--- config.mk ---
export PLATFORM = sky130hd
export DESIGN_NAME = instr_mem
export DESIGN_NICKNAME = d
export VERILOG_FILES = /design/src/rtl/imem_pkg.sv /design/src/rtl/imem_ram.sv /design/src/rtl/instr_mem.sv
export SDC_FILE = /design/constraint.sdc
export NUM_CORES = 2
export LEC_CHECK = 0
export CAP_MARGIN = 20
export CORE_ASPECT_RATIO = 0.8
export CORE_MARGIN = 10
export CORE_UTILIZATION = 25
export CTS_CLUSTER_DIAMETER = 40
export CTS_CLUSTER_SIZE = 8
export DETAILED_ROUTE_END_ITERATION = 8
export MAX_ROUTING_LAYER = met4
export PLACE_DENSITY = 0.44
export SYNTH_ARGS = -nofsm -noshare
export SYNTH_HDL_FRONTEND = slang
export SYNTH_SLANG_ARGS = --single-unit
--- constraint.sdc ---
create_clock -name clk -period 9.7 [get_ports clk]
set_input_delay 2.425 -clock clk [delete_from_list [all_inputs] [get_ports clk]]
set_output_delay 2.425 -clock clk [all_outputs]
set_load 0.005 [all_outputs]
--- src/rtl/imem_pkg.sv ---
// Shared types, constants and address-check helper for the instruction memory.
package imem_pkg;

  localparam logic [31:0] RV_NOP = 32'h0000_0013;

  typedef enum logic [0:0] {
    IMEM_CLEAR,
    IMEM_READY
  } imem_state_e;

  // Result of an address check: legality plus the full 32-bit word index.
  typedef struct packed {
    logic        ok;
    logic [31:0] idx;
  } imem_chk_t;

  // Word-aligned, not below base, and within depth words of base.
  function automatic imem_chk_t imem_addr_ok(input logic [31:0] addr,
                                             input logic [31:0] base,
                                             input int unsigned depth);
    imem_chk_t   r;
    logic [31:0] off;
    off   = addr - base;
    r.idx = off >> 2;
    r.ok  = (addr[1:0] == 2'b00) && (addr >= base) && (r.idx < depth);
    return r;
  endfunction

endpackage

--- src/rtl/imem_ram.sv ---
// Single-clock, one-write/one-read synchronous RAM. Read-first: a read and a
// write to the same word at the same edge return the old contents.
module imem_ram #(
  parameter int unsigned DEPTH = 64,
  parameter int unsigned WIDTH = 32,
  parameter int unsigned AW    = $clog2(DEPTH)
) (
  input  logic             clk,
  input  logic             we,
  input  logic [AW-1:0]    waddr,
  input  logic [WIDTH-1:0] wdata,
  input  logic             re,
  input  logic [AW-1:0]    raddr,
  output logic [WIDTH-1:0] rdata
);

  logic [WIDTH-1:0] mem [DEPTH];

  // Write port and registered read port; NBA ordering gives read-first.
  always_ff @(posedge clk) begin
    if (we) mem[waddr] <= wdata;
    if (re) rdata <= mem[raddr];
  end

endmodule

--- src/rtl/instr_mem.sv ---
// Writable instruction memory for the fetch stage: boot-time NOP clear,
// load port, and a req/valid fetch port with address fault reporting.
// Optional feature macro: IMEM_PARITY_EN (per-word even parity plus
// load_par_flip error-injection input).
module instr_mem
  import imem_pkg::*;
#(
  parameter int unsigned DEPTH     = 64,
  parameter logic [31:0] BASE_ADDR = 32'h0000_0000,
  parameter logic [31:0] NOP_WORD  = RV_NOP
) (
  input  logic        clk,
  input  logic        rst,
  input  logic        fetch_req,
  input  logic [31:0] fetch_addr,
  output logic        fetch_ready,
  output logic        fetch_valid,
  output logic [31:0] fetch_instr,
  output logic        fetch_fault,
  input  logic        load_we,
  input  logic [31:0] load_addr,
  input  logic [31:0] load_data,
`ifdef IMEM_PARITY_EN
  input  logic        load_par_flip,
`endif
  output logic        load_err
);

  localparam int unsigned AW = $clog2(DEPTH);
`ifdef IMEM_PARITY_EN
  localparam int unsigned W = 33;
`else
  localparam int unsigned W = 32;
`endif

  imem_state_e   state_q;
  logic [AW-1:0] clr_cnt_q;
  logic          acc_q, acc_fault_q;
  logic          valid_q, fault_q, load_err_q;
  logic [31:0]   instr_q;

  imem_chk_t     fchk, lchk;
  logic          ready, accept, load_ok, bad;
  logic          ram_we;
  logic [AW-1:0] ram_waddr;
  logic [W-1:0]  ram_wdata, ram_rdata, nop_entry, load_entry;

  assign fchk    = imem_addr_ok(fetch_addr, BASE_ADDR, DEPTH);
  assign lchk    = imem_addr_ok(load_addr, BASE_ADDR, DEPTH);
  assign ready   = (state_q == IMEM_READY);
  assign accept  = fetch_req & ready;
  assign load_ok = load_we & ready & lchk.ok;

  // Upper index bits only matter through the range check inside the helper.
  logic unused_idx;
  assign unused_idx = ^{fchk.idx[31:AW], lchk.idx[31:AW]};

`ifdef IMEM_PARITY_EN
  assign nop_entry  = {^NOP_WORD, NOP_WORD};
  assign load_entry = {(^load_data) ^ load_par_flip, load_data};
  // Stored bit makes the 33-bit word even; any odd total is corruption.
  assign bad        = acc_fault_q | (^ram_rdata);
`else
  assign nop_entry  = NOP_WORD;
  assign load_entry = load_data;
  assign bad        = acc_fault_q;
`endif

  // Write-port mux: clear engine owns the RAM until READY, then the load port.
  always_comb begin
    ram_we    = 1'b0;
    ram_waddr = clr_cnt_q;
    ram_wdata = nop_entry;
    if (!rst) begin
      if (!ready) begin
        ram_we = 1'b1;
      end else if (load_ok) begin
        ram_we    = 1'b1;
        ram_waddr = lchk.idx[AW-1:0];
        ram_wdata = load_entry;
      end
    end
  end

  imem_ram #(
    .DEPTH (DEPTH),
    .WIDTH (W),
    .AW    (AW)
  ) u_ram (
    .clk   (clk),
    .we    (ram_we),
    .waddr (ram_waddr),
    .wdata (ram_wdata),
    .re    (accept),
    .raddr (fchk.idx[AW-1:0]),
    .rdata (ram_rdata)
  );

  // FSM, fetch pipeline (accept stage then output stage) and load error flag.
  always_ff @(posedge clk) begin
    if (rst) begin
      state_q     <= IMEM_CLEAR;
      clr_cnt_q   <= '0;
      acc_q       <= 1'b0;
      acc_fault_q <= 1'b0;
      valid_q     <= 1'b0;
      instr_q     <= NOP_WORD;
      fault_q     <= 1'b0;
      load_err_q  <= 1'b0;
    end else begin
      if (state_q == IMEM_CLEAR) begin
        clr_cnt_q <= clr_cnt_q + 1'b1;
        if (clr_cnt_q == AW'(DEPTH - 1)) state_q <= IMEM_READY;
      end
      acc_q       <= accept;
      acc_fault_q <= ~fchk.ok;
      valid_q     <= acc_q;
      if (acc_q) begin
        instr_q <= bad ? NOP_WORD : ram_rdata[31:0];
        fault_q <= bad;
      end
      load_err_q <= load_we & ~(ready & lchk.ok);
    end
  end

  assign fetch_ready = ready;
  assign fetch_valid = valid_q;
  assign fetch_instr = instr_q;
  assign fetch_fault = fault_q;
  assign load_err    = load_err_q;

endmodule

After elaboration in Yosys (flattened, before gate mapping)
Memories as Yosys holds them, arrays and structs flattened. A register that Yosys moved wholly into a read port is not among the register bits.
Index checks and enable logic that the tools add are counted.
{"block": "totals", "reg_bits": 44, "ramBits": 2048, "in_bits": 100, "output_inout_bits": 36, "word_cells": 42, "mem_count": 1}
{"block": "classes", "n_addsub": 1, "n_lt_le_gt_ge": 4, "n_eq_ne": 1, "muxes": 14, "bitwise_logic": 7, "n_reduce_logical": 6}
{"memory": "u_ram.mem", "words": 64, "width": 32, "rd": 1, "rd_ports_with_merged_regs": 1, "write_ports": 1, "line_no": "imem_ram.sv:17", "source": "logic [WIDTH-1:0] mem [DEPTH];"}
{"op": "$mux W32", "n": 4}
{"op": "$ge A32 B1 Y1 const B", "n": 2}
{"op": "$lt A30 B7 Y1 const B", "n": 2}
{"op": "$mux W6", "n": 3}
{"op": "$mux W1", "n": 7}
{"op": "$add A6 B1 Y6 const B", "n": 1}
{"op": "$eq A6 B6 Y1 const B", "n": 1}
{"op": "$and A1 B1 Y1", "n": 5}
{"op": "$logic_and A1 B1 Y1", "n": 4}
{"op": "$logic_not A2 Y1", "n": 2}
{"op": "$not A1 Y1", "n": 2}

Logic depth before layout (Yosys ltp)
{"block": "logic_depth", "depth_word": 9, "depth_mapped": 10, "mapped_depth_nobuf": 5}

Cells and area by module
Synthesis repeated with hierarchy kept, for this count alone.
{"block": "unflattened", "cells_unflattened": 3565, "hier_area_um2": 80877.6}
{"mod": "imem_ram", "instances": 1, "cells_per_inst": 3324, "area_per_inst_um2": 78835.6, "seq_area_each_um2": 62459.9}
{"mod": "instr_mem", "instances": 1, "cells_per_inst": 241, "area_per_inst_um2": 2042.0, "seq_area_each_um2": 880.8}

Worst setup path after synthesis
No wires, ideal clock.
{"block": "synth_path", "kind": "input-to-reg", "start": "input load_addr[31]", "end": "memory u_ram.mem[25][0], enable pin", "setup_time_ps": 502, "t_arrival_ps": 7011, "required_time_ps": 9198, "setup_slack_ps": 2187, "cell_stages": 7, "n_path_buf": 2, "cell_sequence": "nor4_2 > nand4_2 > nor3_4 > buf_6 > mux2_2 > buf_2 > nor4_1"}
{"block": "synth_via", "elab_chain_len": 9, "elab_cells_between_ends": 13, "cone_classes": "2 x order compare; 8 x mux; 1 x bitwise; 2 x reduce/logical"}
{"element": "from (decl)", "line_no": "instr_mem.sv:21", "source": "input logic [31:0] load_addr,"}
{"element": "$ge A32 B1 Y1", "line_no": "imem_pkg.sv:25", "source": "r.ok = (addr[1:0] == 2'b00) && (addr >= base) && (r.idx < depth);"}
{"element": "$logic_and A1 B1 Y1", "line_no": "imem_pkg.sv:25"}
{"element": "$logic_and A1 B1 Y1 *", "line_no": "imem_pkg.sv:25"}
{"element": "$and A1 B1 Y1 *", "line_no": "instr_mem.sv:52", "source": "assign load_ok = load_we & ready & lchk.ok;"}
{"element": "$mux W1", "line_no": "instr_mem.sv:77", "source": "end else if (load_ok) begin"}
{"element": "$mux W1", "line_no": "instr_mem.sv:75", "source": "if (!ready) begin"}
{"element": "$mux W1", "line_no": "instr_mem.sv:74", "source": "if (!rst) begin"}
{"element": "$mux W1", "line_no": "imem_ram.sv:21", "source": "if (we) mem[waddr] <= wdata;"}
{"element": "$mux W1 (implied by the code)", "line_no": "imem_ram.sv:21"}
{"element": "to (decl)", "line_no": "imem_ram.sv:17"}
Mark *: on every way between the ends. The rest lies on a longest branch, timed or not.

Worst setup path in the final report
{"block": "layout_path", "start": "input load_addr[31]", "end": "memory u_ram.mem[11][16], enable pin"}
Same word-level chain as after synthesis.

==> impl_metrics.toml <==
[run_status]
status = "complete, no violations"

[power_and_ir_drop]
intPower_mw = 16.2
pwr-share-comb_pct = 3.1
clkPwrFrac_pct = 47.8
p_sw_mw = 4.16
power_density_nw_per_um2 = 208
leakage_nw = 27.2
p_sw_share_pct = 20.5
irDropWorstVdd_v = 0.000137
sequentialPowerShare_pct = 49.2

[route]
drc = 0
vias = 40600
drtIter0Drc = 4588
avgRoutedWirePerCell_um = 27.5
dr_wl_met3_um = 14700
wl_met2_um = 107000
routed_wl_um = 239000
firstDrtPassIters = 5
wl_met1_um = 112000
vias_per_cell = 4.67
antenna_left = 0
dr.max_layer_used = "met4"

[critical_path]
cp_cell_sequence = "clkdlybuf4s50_1, nor4_2, nand4_2, nor3_4, buf_4, buf_4, mux2i_4, nor4_2, buf_4"
critical_path_class = "input port to flip-flop"
cp_top_family = "buffers and inverters"
cp.arrival_ns = 6.04
cp_num_buf_inv = 4
critPathMaxStageDelay_ns = 0.92
crit_path_end_kind = "flip-flop"
start_kind = "input port"
crit_top_cell = "buf_4"
cp_slowest_cell = "mux2i_4"
required_ns = 10.17
worstPathMaxFanout = 35

[global_routing]
antenna_found_initial = 19
grt_max_degree = 111
grt_pass1_vias = 41100
grt_pass1_wl_um = 332000
grt-ovfl-total = 0
track_usage_pct = 13.6

[clock_tree]
clockBufferDepth = 4
clkTransAtPathRegs_ns = 0.05
clk_latency_ns = 0.84
postCtsSetupBuffers = 0
ctsResizeCount = 0
tritoncts = "done"
ctsHoldBuffers = 0
cts_root_buffer = "clkbuf_16"
htreeDepth = 5
cts_inserted_buffers = 314
numClockSinks = 2124

[place]
place_congestion = 0.780
place_inst = 8289
dp_hpwl_um = 138000
numPortBuffers = 135

[layout]
fin_cells = 8692
num-nets-final = 4365
fillers = 31500
area_delta_synth_final_pct = 19.9
drive_gt1_share_pct = 23.5

[sta]
rsz0062_at_grt = "no"
drv_slew = 0
setup_viol = 0
fmax_ghz = 0.179
final_hold_viol_count = 0
min_period_ns = 5.57
slew_headroom_pct = 11.8
worstMarginPinSlew_ns = 1.31
fin_tns_setup_ns = 0
fin_crit_sh_pct = 57.4
fin_worst_skew_ns = 0.0336

[logic_synthesis]
yosysWarningCount = 0
ys_ff_latch = 2124
synth-adder-area-share_pct = 0.0154
syn_area_um2 = 81400
synthCells = 3873
yosysSeqAreaShare_pct = 77.8
synth_top_cell_area_share_pct = 76.7
synth_top_family_by_area = "multiplexers"
yosys.area_share.simple_pct = 2.86
synth_top_cell_by_area = "edfxtp_1"
yosysUniqueCellTypes = 52
synth_edf_count = 2080
synthMuxAreaShare_pct = 14.4
synth_flop_cell = "edfxtp_1"
avgSynthCellArea_um2 = 21.0
synth-async-reset-ratio_pct = 0
synth_nets = 3974
yosys-top-cells-area = "edfxtp_1, mux4_2, mux2i_1"
synth-compound-area-share_pct = 3.41
synth-xor-area-share_pct = 0.0430

[floorplanning]
ios = 136
die_area_um2 = 349000
die_h_um = 530
core.rowCount = 187
die-width_um = 658
core_area_um2 = 324000
start_util_pct = 25.1

[worst_hold_path]
hp-class = "flip-flop to flip-flop"

[flow_run]
max_cap_violations = 0
power groups by stage:
stage,Sequential [mW],Clock [mW],Combinational (mW)
finish,9.99,9.71,0.626
global route,9.98,10.4,0.657
CTS,9.99,9.95,0.632
detailed placement,10.2,0,0.632
global placement,10.2,0,0.628
floorplan,10.2,0,0.332
final timing paths:
kind	startpoint	endpoint	slack (ns)	depth (start not counted)
max	load_addr[31]	u_ram.mem[11][16]$_DFFE_PP_	4.13	9
min	u_ram.rdata[21]$_DFFE_PP_	fetch_instr[21]$_SDFFE_PP0P_	0.47	2
max reg2reg	fetch_ready$_SDFF_PP0_	u_ram.mem[11][16]$_DFFE_PP_	5.87	8
min reg2reg	u_ram.rdata[21]$_DFFE_PP_	fetch_instr[21]$_SDFFE_PP0P_	0.47	2
cells in the final DEF (no fill, tap or decap), types with 9 or more instances in the layout:
cell type,n
nand3_1,31
nor2_4,9
o21ai_0,51
nor4_2,29
nor2_1,63
and3_1,13
nor2b_1,40
nand2_1,68
buf_4,147
and2_2,29
clkdlybuf4s50_1,131
diode_2,17
edfxtp_1,2080
clkbuf_1,27
mux4_2,368
mux2i_1,332
a22oi_1,192
clkbuf_16,323
a21oi_1,54
dfxtp_1,43
a221oi_1,59
or3_1,15
nand4_1,15
nor3_2,24
nor3_1,14
a22o_1,16
buf_12,15
nor4_1,9
metal layers:
layer,global-route usage (%),up-vias
met5,-,-
met4,2.79,0
met3,2.35,323
met2,20.0,1296
met1,19.7,22000
li1,-,17000
registers in the layout, indices dropped and copies added, names as in the netlist:
name and flops:
u_ram.rdata 32, fetch_ready 1, fetch_instr 32, acc_q 1
load_err 1, fetch_fault 1, fetch_valid 1, u_ram.mem 2048
acc_fault_q 1, clr_cnt_q 6
synth_stat cells, drive strengths merged (5+ instances only):
| cell | count |
|---|---|
| mux2i | 337 |
| nor2b | 43 |
| nand4 | 16 |
| nand2 | 68 |
| and3 | 13 |
| nor4 | 44 |
| edfxtp | 2080 |
| a32oi | 5 |
| nor3 | 39 |
| and4b | 6 |
| nand3 | 31 |
| mux4 | 368 |
| buf | 121 |
| a21oi | 54 |
| or4 | 8 |
| nand2b | 8 |
| nor2 | 72 |
| and2 | 31 |
| a22o | 16 |
| o21ai | 51 |
| a221oi | 59 |
| a22oi | 194 |
| or3 | 15 |
| dfxtp | 44 |
| nor3b | 6 |
| clkbuf | 106 |
logic make-up after synthesis:
logic type / after synthesis
AO/OA/AOI/OAI: 389
adder cells (fa/ha/maj): 1
multiplexers: 708
flip-flops: 2124
AND/OR/NAND/NOR: 416
buffers and inverters: 231
XOR/XNOR: 4
tightest hold or removal path, cell delays in order, from the launching register on:
cell and delay (ns):
edfxtp_1 0.32, a21oi_1 0.06, nor2_1 0.07
metrics by stage:
stage	hold WS (ns)	util, %	total power, mW	setup slack (ns)	instance area [um2]
floorplan	0.448	-	10.5	2.19	81400
global placement	0.463	27.4	10.8	3.03	88900
detailed placement	0.470	27.4	10.8	3.22	89000
CTS	0.478	30.1	20.6	4.10	97500
global route	0.509	30.1	21.0	3.91	97600
finish	0.473	30.1	20.3	4.13	97600
area by class of cell:
cell class / instances / area, um2 / area share [%]
flip-flops and latches: 2124 / 63300 / 64.9
multi-input cells: 1518 / 17500 / 17.9
clock buffers: 353 / 8230 / 8.42
well taps: 4347 / 5440 / 5.57
repair buffers: 302 / 2840 / 2.91
clock inverters: 27 / 279 / 0.286
diodes: 17 / 42.5 / 0.0436
inverters: 4 / 15.0 / 0.0154
(Power assumes the default switching activity.)
